$ cat src/rtl/mem_access_unit_if.sv
// Load/store stage bundle: memOp from the ALU, request/response data bus, and regOp writeback.
interface mem_access_unit_if #(
  parameter int XLEN     = 32,
  parameter int REGSEL_W = 5
);
  logic                  memOpVld;
  logic                  memOpRdy;
  logic                  memRead;
  logic                  memWrite;
  logic [XLEN-1:0]       memAddr;
  logic [XLEN-1:0]       memData;
  logic [2:0]            memOpType;
  logic [REGSEL_W-1:0]   memRdAddr;
  logic                  busReqVld;
  logic                  busReqRdy;
  logic                  busReqWe;
  logic [XLEN-1:0]       busReqAddr;
  logic [XLEN-1:0]       busReqWdata;
  logic [XLEN/8-1:0]     busReqBe;
  logic                  busRspVld;
  logic [XLEN-1:0]       busRspData;
  logic                  regDv;
  logic [REGSEL_W-1:0]   regAddr;
  logic [XLEN-1:0]       regData;
  logic                  fault;
  logic [XLEN-1:0]       faultAddr;
  logic [2:0]            pendCnt;

  modport slave (
    input  memOpVld, memRead, memWrite, memAddr, memData, memOpType, memRdAddr,
    input  busReqRdy, busRspVld, busRspData,
    output memOpRdy, busReqVld, busReqWe, busReqAddr, busReqWdata, busReqBe,
    output regDv, regAddr, regData, fault, faultAddr, pendCnt
  );

  modport master (
    output memOpVld, memRead, memWrite, memAddr, memData, memOpType, memRdAddr,
    output busReqRdy, busRspVld, busRspData,
    input  memOpRdy, busReqVld, busReqWe, busReqAddr, busReqWdata, busReqBe,
    input  regDv, regAddr, regData, fault, faultAddr, pendCnt
  );
endinterface

$ cat src/rtl/mem_access_unit.sv
// Load/store stage: issues byte-enabled bus requests, tracks in-order outstanding loads,
// and extends returned data into a register writeback. Bad accesses pulse fault instead.
module mem_access_unit #(
  parameter int XLEN        = 32,
  parameter int REGSEL_W    = 5,
  parameter int OUTST_DEPTH = 2
) (
  input  logic             clk,
  input  logic             rstn,
  mem_access_unit_if.slave bus
);
  localparam int NB    = XLEN / 8;
  localparam int OFF_W = $clog2(NB);
  localparam int SEL_W = $clog2(XLEN);

  typedef struct packed {
    logic [REGSEL_W-1:0] rd;
    logic [2:0]          t;
    logic [OFF_W-1:0]    off;
  } ld_t;

  logic                r_req_vld, r_we, r_dv, r_fault;
  logic [XLEN-1:0]     r_addr, r_wdata, r_rdata, r_faddr;
  logic [NB-1:0]       r_be;
  logic [REGSEL_W-1:0] r_raddr;
  logic [2:0]          r_pend;
  logic [1:0]          r_wptr, r_rptr;
  ld_t                 r_q [4];

  logic [OFF_W-1:0] w_off, w_smask;
  logic [3:0]       w_size, w_rsz;
  logic [15:0]      w_lane;
  logic [NB-1:0]    w_be;
  logic [XLEN-1:0]  w_wdata, w_shift, w_mask, w_ext;
  logic [6:0]       w_sidx;
  logic             w_illegal, w_mis, w_active, w_fault, w_issue, w_full;
  logic             w_accept, w_push, w_pop, w_sign;
  ld_t              w_head;

  function automatic logic [1:0] ptr_inc(input logic [1:0] p);
    return (p == 2'(OUTST_DEPTH - 1)) ? 2'd0 : p + 2'd1;
  endfunction

  assign w_off     = bus.memAddr[OFF_W-1:0];
  assign w_size    = 4'd1 << bus.memOpType[1:0];
  assign w_smask   = OFF_W'(w_size - 4'd1);
  assign w_mis     = (w_off & w_smask) != '0;
  // Double-word and WU only exist on a 64-bit datapath; stores never take the unsigned types.
  assign w_illegal = (bus.memRead & bus.memWrite) | (bus.memOpType == 3'd7) |
                     (bus.memWrite & bus.memOpType[2]) |
                     ((XLEN == 32) && (bus.memOpType == 3'd3 || bus.memOpType == 3'd6));
  assign w_active  = bus.memRead | bus.memWrite;
  assign w_fault   = w_active & (w_illegal | w_mis);
  assign w_issue   = w_active & ~w_fault;
  assign w_full    = (r_pend == 3'(OUTST_DEPTH));
  assign bus.memOpRdy = (~r_req_vld | bus.busReqRdy) & ~(bus.memRead & w_full);
  assign w_accept  = bus.memOpVld & bus.memOpRdy;
  assign w_push    = w_accept & w_issue & bus.memRead;
  assign w_pop     = bus.busRspVld & (r_pend != 3'd0);
  assign w_lane    = (16'd1 << w_size) - 16'd1;
  assign w_be      = NB'(w_lane << w_off);

  always_comb begin
    logic [OFF_W-1:0] j;
    j       = '0;
    w_wdata = '0;
    for (int i = 0; i < NB; i++) begin
      j = OFF_W'(i) & w_smask;
      w_wdata[i*8 +: 8] = bus.memData[{j, 3'b000} +: 8];
    end
  end

  assign w_head  = r_q[r_rptr];
  assign w_rsz   = 4'd1 << w_head.t[1:0];
  assign w_shift = bus.busRspData >> {w_head.off, 3'b000};
  assign w_sidx  = {w_rsz, 3'b000} - 7'd1;
  assign w_sign  = w_shift[w_sidx[SEL_W-1:0]];

  always_comb begin
    w_mask = '0;
    for (int i = 0; i < NB; i++)
      w_mask[i*8 +: 8] = (i < int'(w_rsz)) ? 8'hFF : 8'h00;
    w_ext = (w_shift & w_mask) | ((~w_head.t[2] & w_sign) ? ~w_mask : '0);
  end

  always_ff @(posedge clk or negedge rstn) begin
    if (!rstn) begin
      r_req_vld <= 1'b0;
      r_we      <= 1'b0;
      r_addr    <= '0;
      r_wdata   <= '0;
      r_be      <= '0;
      r_dv      <= 1'b0;
      r_raddr   <= '0;
      r_rdata   <= '0;
      r_fault   <= 1'b0;
      r_faddr   <= '0;
      r_pend    <= 3'd0;
      r_wptr    <= 2'd0;
      r_rptr    <= 2'd0;
    end else begin
      r_fault <= w_accept & w_fault;
      if (w_accept & w_fault)
        r_faddr <= bus.memAddr;

      if (w_accept & w_issue) begin
        r_req_vld <= 1'b1;
        r_we      <= bus.memWrite;
        r_addr    <= bus.memAddr & ~XLEN'(NB - 1);
        r_be      <= w_be;
        r_wdata   <= bus.memWrite ? w_wdata : '0;
      end else if (bus.busReqRdy) begin
        r_req_vld <= 1'b0;
      end

      if (w_push) begin
        r_q[r_wptr] <= '{rd: bus.memRdAddr, t: bus.memOpType, off: w_off};
        r_wptr      <= ptr_inc(r_wptr);
      end
      if (w_pop)
        r_rptr <= ptr_inc(r_rptr);

      case ({w_push, w_pop})
        2'b10:   r_pend <= r_pend + 3'd1;
        2'b01:   r_pend <= r_pend - 3'd1;
        default: r_pend <= r_pend;
      endcase

      // Writes to x0 still retire the queue entry but produce no writeback.
      r_dv <= w_pop & (w_head.rd != '0);
      if (w_pop) begin
        r_raddr <= w_head.rd;
        r_rdata <= w_ext;
      end
    end
  end

  assign bus.busReqVld   = r_req_vld;
  assign bus.busReqWe    = r_we;
  assign bus.busReqAddr  = r_addr;
  assign bus.busReqWdata = r_wdata;
  assign bus.busReqBe    = r_be;
  assign bus.regDv       = r_dv;
  assign bus.regAddr     = r_raddr;
  assign bus.regData     = r_rdata;
  assign bus.fault       = r_fault;
  assign bus.faultAddr   = r_faddr;
  assign bus.pendCnt     = r_pend;
endmodule

$ cat src/flat_wrapper.sv
// flat-port wrapper written by rule: the top's interface ports become plain ports
module mem_access_unit_flat 
#(
  parameter int XLEN        = 32,
  parameter int REGSEL_W    = 5,
  parameter int OUTST_DEPTH = 2
)
  (clk, rstn, bus_memOpVld, bus_memRead, bus_memWrite, bus_memAddr, bus_memData, bus_memOpType, bus_memRdAddr, bus_busReqRdy, bus_busRspVld, bus_busRspData, bus_memOpRdy, bus_busReqVld, bus_busReqWe, bus_busReqAddr, bus_busReqWdata, bus_busReqBe, bus_regDv, bus_regAddr, bus_regData, bus_fault, bus_faultAddr, bus_pendCnt);
  mem_access_unit_if #(.XLEN(XLEN), .REGSEL_W(REGSEL_W)) bus_i ();
  input  logic clk;
  input  logic rstn;
  input wire logic [$bits(bus_i.memOpVld)-1:0] bus_memOpVld;
  input wire logic [$bits(bus_i.memRead)-1:0] bus_memRead;
  input wire logic [$bits(bus_i.memWrite)-1:0] bus_memWrite;
  input wire logic [$bits(bus_i.memAddr)-1:0] bus_memAddr;
  input wire logic [$bits(bus_i.memData)-1:0] bus_memData;
  input wire logic [$bits(bus_i.memOpType)-1:0] bus_memOpType;
  input wire logic [$bits(bus_i.memRdAddr)-1:0] bus_memRdAddr;
  input wire logic [$bits(bus_i.busReqRdy)-1:0] bus_busReqRdy;
  input wire logic [$bits(bus_i.busRspVld)-1:0] bus_busRspVld;
  input wire logic [$bits(bus_i.busRspData)-1:0] bus_busRspData;
  output wire logic [$bits(bus_i.memOpRdy)-1:0] bus_memOpRdy;
  output wire logic [$bits(bus_i.busReqVld)-1:0] bus_busReqVld;
  output wire logic [$bits(bus_i.busReqWe)-1:0] bus_busReqWe;
  output wire logic [$bits(bus_i.busReqAddr)-1:0] bus_busReqAddr;
  output wire logic [$bits(bus_i.busReqWdata)-1:0] bus_busReqWdata;
  output wire logic [$bits(bus_i.busReqBe)-1:0] bus_busReqBe;
  output wire logic [$bits(bus_i.regDv)-1:0] bus_regDv;
  output wire logic [$bits(bus_i.regAddr)-1:0] bus_regAddr;
  output wire logic [$bits(bus_i.regData)-1:0] bus_regData;
  output wire logic [$bits(bus_i.fault)-1:0] bus_fault;
  output wire logic [$bits(bus_i.faultAddr)-1:0] bus_faultAddr;
  output wire logic [$bits(bus_i.pendCnt)-1:0] bus_pendCnt;
  assign bus_i.memOpVld = bus_memOpVld;
  assign bus_i.memRead = bus_memRead;
  assign bus_i.memWrite = bus_memWrite;
  assign bus_i.memAddr = bus_memAddr;
  assign bus_i.memData = bus_memData;
  assign bus_i.memOpType = bus_memOpType;
  assign bus_i.memRdAddr = bus_memRdAddr;
  assign bus_i.busReqRdy = bus_busReqRdy;
  assign bus_i.busRspVld = bus_busRspVld;
  assign bus_i.busRspData = bus_busRspData;
  assign bus_memOpRdy = bus_i.memOpRdy;
  assign bus_busReqVld = bus_i.busReqVld;
  assign bus_busReqWe = bus_i.busReqWe;
  assign bus_busReqAddr = bus_i.busReqAddr;
  assign bus_busReqWdata = bus_i.busReqWdata;
  assign bus_busReqBe = bus_i.busReqBe;
  assign bus_regDv = bus_i.regDv;
  assign bus_regAddr = bus_i.regAddr;
  assign bus_regData = bus_i.regData;
  assign bus_fault = bus_i.fault;
  assign bus_faultAddr = bus_i.faultAddr;
  assign bus_pendCnt = bus_i.pendCnt;
  mem_access_unit #(.XLEN(XLEN), .REGSEL_W(REGSEL_W), .OUTST_DEPTH(OUTST_DEPTH)) u_core (.clk(clk), .rstn(rstn), .bus(bus_i));
endmodule
$ cat config.mk
export PLATFORM = sky130hd
export DESIGN_NAME = mem_access_unit_flat
export DESIGN_NICKNAME = d
export VERILOG_FILES = /design/src/rtl/mem_access_unit_if.sv /design/src/rtl/mem_access_unit.sv /design/src/flat_wrapper.sv
export SDC_FILE = /design/constraint.sdc
export NUM_CORES = 1
export LEC_CHECK = 0
export CORE_MARGIN = 2
export CORE_UTILIZATION = 50
export CTS_CLUSTER_DIAMETER = 120
export DETAILED_ROUTE_END_ITERATION = 8
export PLACE_DENSITY_LB_ADDON = 0.3
export SLEW_MARGIN = 20
export SYNTH_ARGS = -nofsm -noshare
export SYNTH_HDL_FRONTEND = slang
export SYNTH_SLANG_ARGS = --single-unit
$ cat constraint.sdc
create_clock -name clk -period 8.9 [get_ports clk]
set_clock_uncertainty 0.15 [all_clocks]
set_input_delay 1.78 -clock clk [delete_from_list [all_inputs] [get_ports clk]]
set_output_delay 1.78 -clock clk [all_outputs]
set_load 0.02 [all_outputs]
Word-level counts from Yosys, hierarchy flattened

Memory sizes are Yosys's and may differ from the RTL's.
Index checks and enable logic that the tools add are counted.

Memory bits (writable): 40
Input port bits: 111
Memories: 1
Flip-flop bits (word level): 146
Output and inout port bits: 145
Word-level logic and storage cells: 91

Memory list:

| memory     | words | bits a word | rd ports | clocked after memory_dff | wr ports | line                  | RTL |
|---|---|---|---|---|---|---|---|
| u_core.r_q | 4     | 10          | 1        | 0                        | 1        | mem_access_unit.sv:28 | `ld_t r_q [4];` |

Add/sub/neg operators: 7
Bitwise logic cells: 27
Order comparisons: 5
Reductions and logical operators: 7
Shifts and indexed selects: 8
Multiplexer cells: 15
Equality and inequality tests: 8

Operators by type and width:

| operator                | count |
|---|---|
| $mux W32                | 2 |
| $shiftx A32 B6 Y8       | 2 |
| $and A32 B32 Y32        | 1 |
| $mux W8                 | 4 |
| $not A32 Y32            | 1 |
| $or A32 B32 Y32         | 1 |
| $shiftx A32 B5 Y8       | 1 |
| $shr A32 B5 Y32         | 1 |
| $shl A1 B4 Y16 const A  | 1 |
| $shl A16 B2 Y4          | 1 |
| $sub A16 B1 Y16 const B | 1 |
| $and A1 B1 Y1           | 13 |
| $lt A1 B4 Y1 const A    | 2 |
| $lt A2 B4 Y1 const A    | 2 |
| $shl A1 B2 Y4 const A   | 2 |
| $eq A2 B1 Y1 const B    | 3 |
| $eq A3 B2 Y1 const B    | 2 |
| $eq A3 B3 Y1 const B    | 2 |
| $lt A5 B6 Y1 const B    | 1 |
| $or A1 B1 Y1            | 6 |
| $pmux W3 S2             | 1 |
| $reduce_bool A2 Y1      | 3 |
| $bmux W1 S5             | 1 |
| $mux W1                 | 5 |
| 13 further kinds        | 18 |

Logic depth before layout (Yosys ltp)

Word-level depth: 13
Depth in mapped cells: 15
Depth with buffers taken out: 13

Least setup slack after synthesis

Ideal clock, no wire load.

Path type: input port to flip-flop
From: input port bus_memOpType[1]
To: memory u_core.r_q[2][0] (netlist name) (enable)
Setup slack: 3.718 ns
Arrival: 4.640 ns
Stages on the path: 10
Path buffers: 2
Data required time: 8.358 ns
Setup time: 0.392 ns
Cell sequence: nor2_1 clkbuf_1 inv_1 ha_1 clkbuf_1 o221ai_1 nor3b_1 and2_1 nand2_1 nor3b_1

Word-level cells in the longest chain between the ends: 13
Elaborated cells between the ends (all ways): 20
Classes of those cells: 1 x add/sub; 3 x eq/ne; 1 x shift; 2 x mux; 10 x bitwise; 3 x reduce/logical

Ends and longest elaborated chain:

| item                                               | line                                         | RTL |
|---|---|---|
| from (decl)                                        | flat_wrapper.sv:17                           | `input wire logic [$bits(bus_i.memOpType)-1:0] bus_memOpType;` |
| $shl A1 B2 Y4 or $eq A3 B3 Y1 (tied branches)      | mem_access_unit.sv:45, mem_access_unit.sv:49 |  |
| $sub A2 B1 Y2 or $or A1 B1 Y1 (tied branches)      | mem_access_unit.sv:46, mem_access_unit.sv:49 |  |
| $and A2 B2 Y2 or $or A1 B1 Y1 (tied branches)      | mem_access_unit.sv:47, mem_access_unit.sv:49 |  |
| $reduce_bool A2 Y1 or $or A1 B1 Y1 (tied branches) | mem_access_unit.sv:47, mem_access_unit.sv:50 |  |
| $or A1 B1 Y1 *                                     | mem_access_unit.sv:53                        | `assign w_fault = w_active & (w_illegal \| w_mis);` |
| $and A1 B1 Y1 *                                    | mem_access_unit.sv:53                        |  |
| $not A1 Y1 *                                       | mem_access_unit.sv:54                        | `assign w_issue = w_active & ~w_fault;` |
| $and A1 B1 Y1 *                                    | mem_access_unit.sv:54                        |  |
| $and A1 B1 Y1 * (2 in a row)                       | mem_access_unit.sv:58                        | `assign w_push = w_accept & w_issue & bus.memRead;` |
| $mux W1 *                                          | mem_access_unit.sv:116                       | `if (w_push) begin` |
| $logic_and A1 B1 Y1 (not written as such) *        | mem_access_unit.sv:117                       | `r_q[r_wptr] <= '{rd: bus.memRdAddr, t: bus.memOpType, off: w_off};` |
| $mux W1 (not written as such) *                    | mem_access_unit.sv:117                       |  |
| to (decl)                                          | mem_access_unit.sv:28                        |  |

Every way passes the cells marked *; elsewhere a longest branch is shown, timed or not.

Worst setup path after layout

From: input port bus_memOpType[1]
To: register u_core.r_pend[2], in the netlist u_core.bus.pendCnt[2]

Word-level cells in the longest chain between the ends: 12
Elaborated cells between the ends (all ways): 21
Classes of those cells: 1 x add/sub; 5 x eq/ne; 1 x shift; 1 x mux; 10 x bitwise; 3 x reduce/logical

Ends and longest elaborated chain:

| item                                               | line                                         | RTL |
|---|---|---|
| $shl A1 B2 Y4 or $eq A3 B3 Y1 (tied branches)      | mem_access_unit.sv:45, mem_access_unit.sv:49 |  |
| $sub A2 B1 Y2 or $or A1 B1 Y1 (tied branches)      | mem_access_unit.sv:46, mem_access_unit.sv:49 |  |
| $and A2 B2 Y2 or $or A1 B1 Y1 (tied branches)      | mem_access_unit.sv:47, mem_access_unit.sv:49 |  |
| $reduce_bool A2 Y1 or $or A1 B1 Y1 (tied branches) | mem_access_unit.sv:47, mem_access_unit.sv:50 |  |
| $or A1 B1 Y1 *                                     | mem_access_unit.sv:53                        |  |
| $and A1 B1 Y1 *                                    | mem_access_unit.sv:53                        |  |
| $not A1 Y1 *                                       | mem_access_unit.sv:54                        |  |
| $and A1 B1 Y1 *                                    | mem_access_unit.sv:54                        |  |
| $and A1 B1 Y1 * (2 in a row)                       | mem_access_unit.sv:58                        |  |
| $eq A2 B1 Y1 or $eq A2 B2 Y1 (tied branches)       | mem_access_unit.sv:123                       | `case ({w_push, w_pop})` |
| $pmux W3 S2 or $reduce_bool A2 Y1 (tied branches)  | -                                            |  |
| to (signal assigned)                               | mem_access_unit.sv:124                       | `2'b10: r_pend <= r_pend + 3'd1;` |
| to (signal assigned)                               | mem_access_unit.sv:125                       | `2'b01: r_pend <= r_pend - 3'd1;` |
| to (signal assigned)                               | mem_access_unit.sv:126                       | `default: r_pend <= r_pend;` |
| to (decl)                                          | mem_access_unit.sv:26                        | `logic [2:0] r_pend;` |

Marked as above.
A chain may end at the register's enable or synchronous reset.

==> flow_metrics.tcl <==
set metrics [dict create \
    status "finished, final reports clean" \
    r2r-end "u_core.bus.regData[17]" \
    clock_latency_ns 0.43 \
    whs_ns 0.329 \
    crit_chain "clkdlybuf4s50_1 -> nor2_2 -> buf_4 -> inv_1 -> ha_1 -> o221ai_1 -> nor3b_1 -> and2_1 -> inv_1 -> ha_1 -> inv_1 -> fa_1 -> xor2_1 -> nor2_1 -> xor2_1" \
    synth_cell_type_count 54 \
    clk_pin_slew_ns 0.07 \
    final_area_um2 11300 \
    area_growth_syn_to_layout_pct 42.0 \
    cap_violations 0 \
    syn_area_per_cell_um2 13.4 \
    final_max_slew_viol_count 0 \
    fin_crit_ns 5.85 \
    crit_start "bus_memOpType[1]" \
    diodes 0 \
    slew_headroom_pct 38.6 \
    grt_pass1_vias 6163 \
    initialDrtViolationCount 461 \
    routed-via-count 5903 \
    totalWireLength_mm 21.0 \
    reg2reg_slack_ns 5.05 \
    start_util_pct 50.7 \
    yosysSeqAreaShare_pct 60.9 \
    crit_cells 15 \
    start_kind "input pin" \
    fin_ws_ns 3.05 \
    grt.total_usage_pct 25.2 \
    cp_max_fo 28 \
    synthCells 596 \
    die_w_um 130 \
    hold_viol 0 \
    hold_buffers 0 \
    synth-main-ff-cell "dfrtp_1" \
    grt_pass1_wl_mm 32.7 \
    postCtsSetupBuffers 0 \
    place_ws_ns 2.66 \
    final_common_cell "clkdlybuf4s50_1" \
    firstDrtPassIters 4 \
    wire_per_inst_um 19.7 \
    crit_family "adder cells" \
    ys_seq_elements 186 \
    vias_per_cell 5.52 \
    path_class "in -> reg" \
    rsz0062_at_grt "false" \
    worst_path_largest_cell_delay_ns 0.89 \
    port-buffer-count 253 \
    cp_slowest_cell "ha_1" \
    p_leak_nw 4.63 \
    grt_max_degree 77 \
    die-area_um2 17000 \
    pin_count 256 \
    nets 958 \
    fp-row-count 46 \
    numCtsBuffers 17 \
    finalSetupViolCount 0 \
    cp_num_buf_inv 5 \
    hold_class "reg -> reg" \
    crit_top_cell "inv_1" \
    worst_pin_slew_ns 0.922 \
    worst_setup_path_end_kind "register" \
    dp.final_hpwl_mm 14.7 \
    coreArea_um2 15700 \
    stdcell_count 1069 \
    worstPathArrival_ns 6.00 \
    synth_area_um2 7970 \
    peakVddDrop_v 0.000179 \
    cts_tree "yes" \
    ctsResizeCount 0 \
    clock_sinks 186 \
    drive_gt1_share_pct 14.4 \
    antenna_found_initial 0 \
    drc 0 \
    grt-ovfl-total 0 \
    dieHeight_um 130 \
    layout_common_cells "clkdlybuf4s50_1 (252), dfrtp_1 (146), mux2_2 (61), nand2_1 (50), edfxtp_1 (40)" \
    finalSetupTns_ns 0 \
    gp_congestion 0.842 \
    fmax_mhz 171 \
    power_density_nw_per_um2 307 \
    clockBufferDepth 2 \
    reg2reg_depth 8 \
    dp.cells 1036 \
    r2r_start "u_core.r_rptr[0]" \
    cts_root_buf "clkbuf_16" \
    synth_edf_count 40 \
    yosysWarningCount 0 \
    power_mw 3.48 \
    cts_max_level 4 \
    endpoint "u_core.bus.pendCnt[2]" \
    period_share_pct 65.7 \
    worstPathRequired_ns 9.05 \
    ant_nets 0 \
    placed_area_um2 10700 \
    ys_async_sr_fraction_pct 78.5 \
    utilization_pct 72.1 \
]
[cells in the mapped netlist (all sizes together) (10+ instances only)]
master    n  area [µm²]
dfrtp   146        3650
a21oi    26         134
a211oi   16         133
mux2     61         687
o21ai    30         154
mux4     10         225
nand2    50         188
buf      12        66.3
nor2     13        48.8
clkbuf   25        93.8
nor2b    17         106
a22o     23         201
a221o    17         170
edfxtp   40        1200
mux2i    34         340
inv      12        45.0
[power by group]
group	internal [mW]	total, mW	switching, mW
sequential	1.12	1.29	0.173
combinational	0.718	1.44	0.720
clock	0.420	0.750	0.330
[area by class of cell]
class / count / area [µm²]
timing repair buffer: 261 / 2600
inverter: 13 / 48.8
clock buffer: 20 / 478
sequential: 186 / 4850
multi-input combinational: 361 / 2960
clock inverter: 12 / 114
tap: 216 / 270
fill: 1029 / 4390
[registers in the layout, summed over array words and instances (netlist names), 2 cells and up]
signal / flops
u_core.r_q: 40
u_core.bus.busReqWdata: 32
u_core.bus.faultAddr: 32
u_core.bus.regData: 32
u_core.bus.busReqAddr: 30
u_core.bus.regAddr: 5
u_core.bus.busReqBe: 4
u_core.bus.pendCnt: 3
u_core.r_rptr: 2
u_core.r_wptr: 2
[worst reg2reg max path, cell delays in order, from the launching register on]
cell and delay [ns]:
dfrtp_1 0.80, mux4_2 0.73, nor2_2 0.59, inv_1 0.11, ha_1 0.39, and2_1 0.18, o21ai_2 0.23, a21o_1 0.36
o211ai_1 0.16
[metal layers]
layer	GRT usage, %	up-vias	routed length (µm)
li1	-	2682	-
met1	31.1	2964	8340
met2	41.7	238	10500
met3	9.59	19	1890
met4	7.34	0	284
met5	0	-	0
[how the worst min path moves through the flow]
| stage | slack, ns | to | cells after the start | startpoint |
|---|---|---|---|---|
| after floorplan | 0.36 | u_core.r_wptr[0] | 1 | u_core.r_wptr[0] |
| after global placement | 0.31 | u_core.bus.regAddr[0] | 2 | u_core.bus.regAddr[0] |
| after detailed placement | 0.32 | u_core.bus.regAddr[0] | 2 | u_core.bus.regAddr[0] |
| after CTS | 0.33 | u_core.bus.regAddr[0] | 2 | u_core.bus.regAddr[0] |
| after global routing | 0.37 | u_core.bus.regAddr[0] | 2 | u_core.bus.regAddr[0] |
| final | 0.33 | u_core.bus.regAddr[0] | 2 | u_core.bus.regAddr[0] |
[cell families (layout without fill, tap and decap cells)]
kind of cell / after synthesis / in the layout / synth area share, %
mux: 105 / 105 / 15.7
flops: 186 / 186 / 60.9
xor+xnor: 6 / 6 / 0.659
simple gates: 103 / 103 / 6.23
fa+ha+maj: 7 / 7 / 1.19
compound gates: 138 / 138 / 12.7
other cells: 1 / 2 / 0.0470
buf+inv: 50 / 306 / 2.62
(Power assumes the default switching activity.)
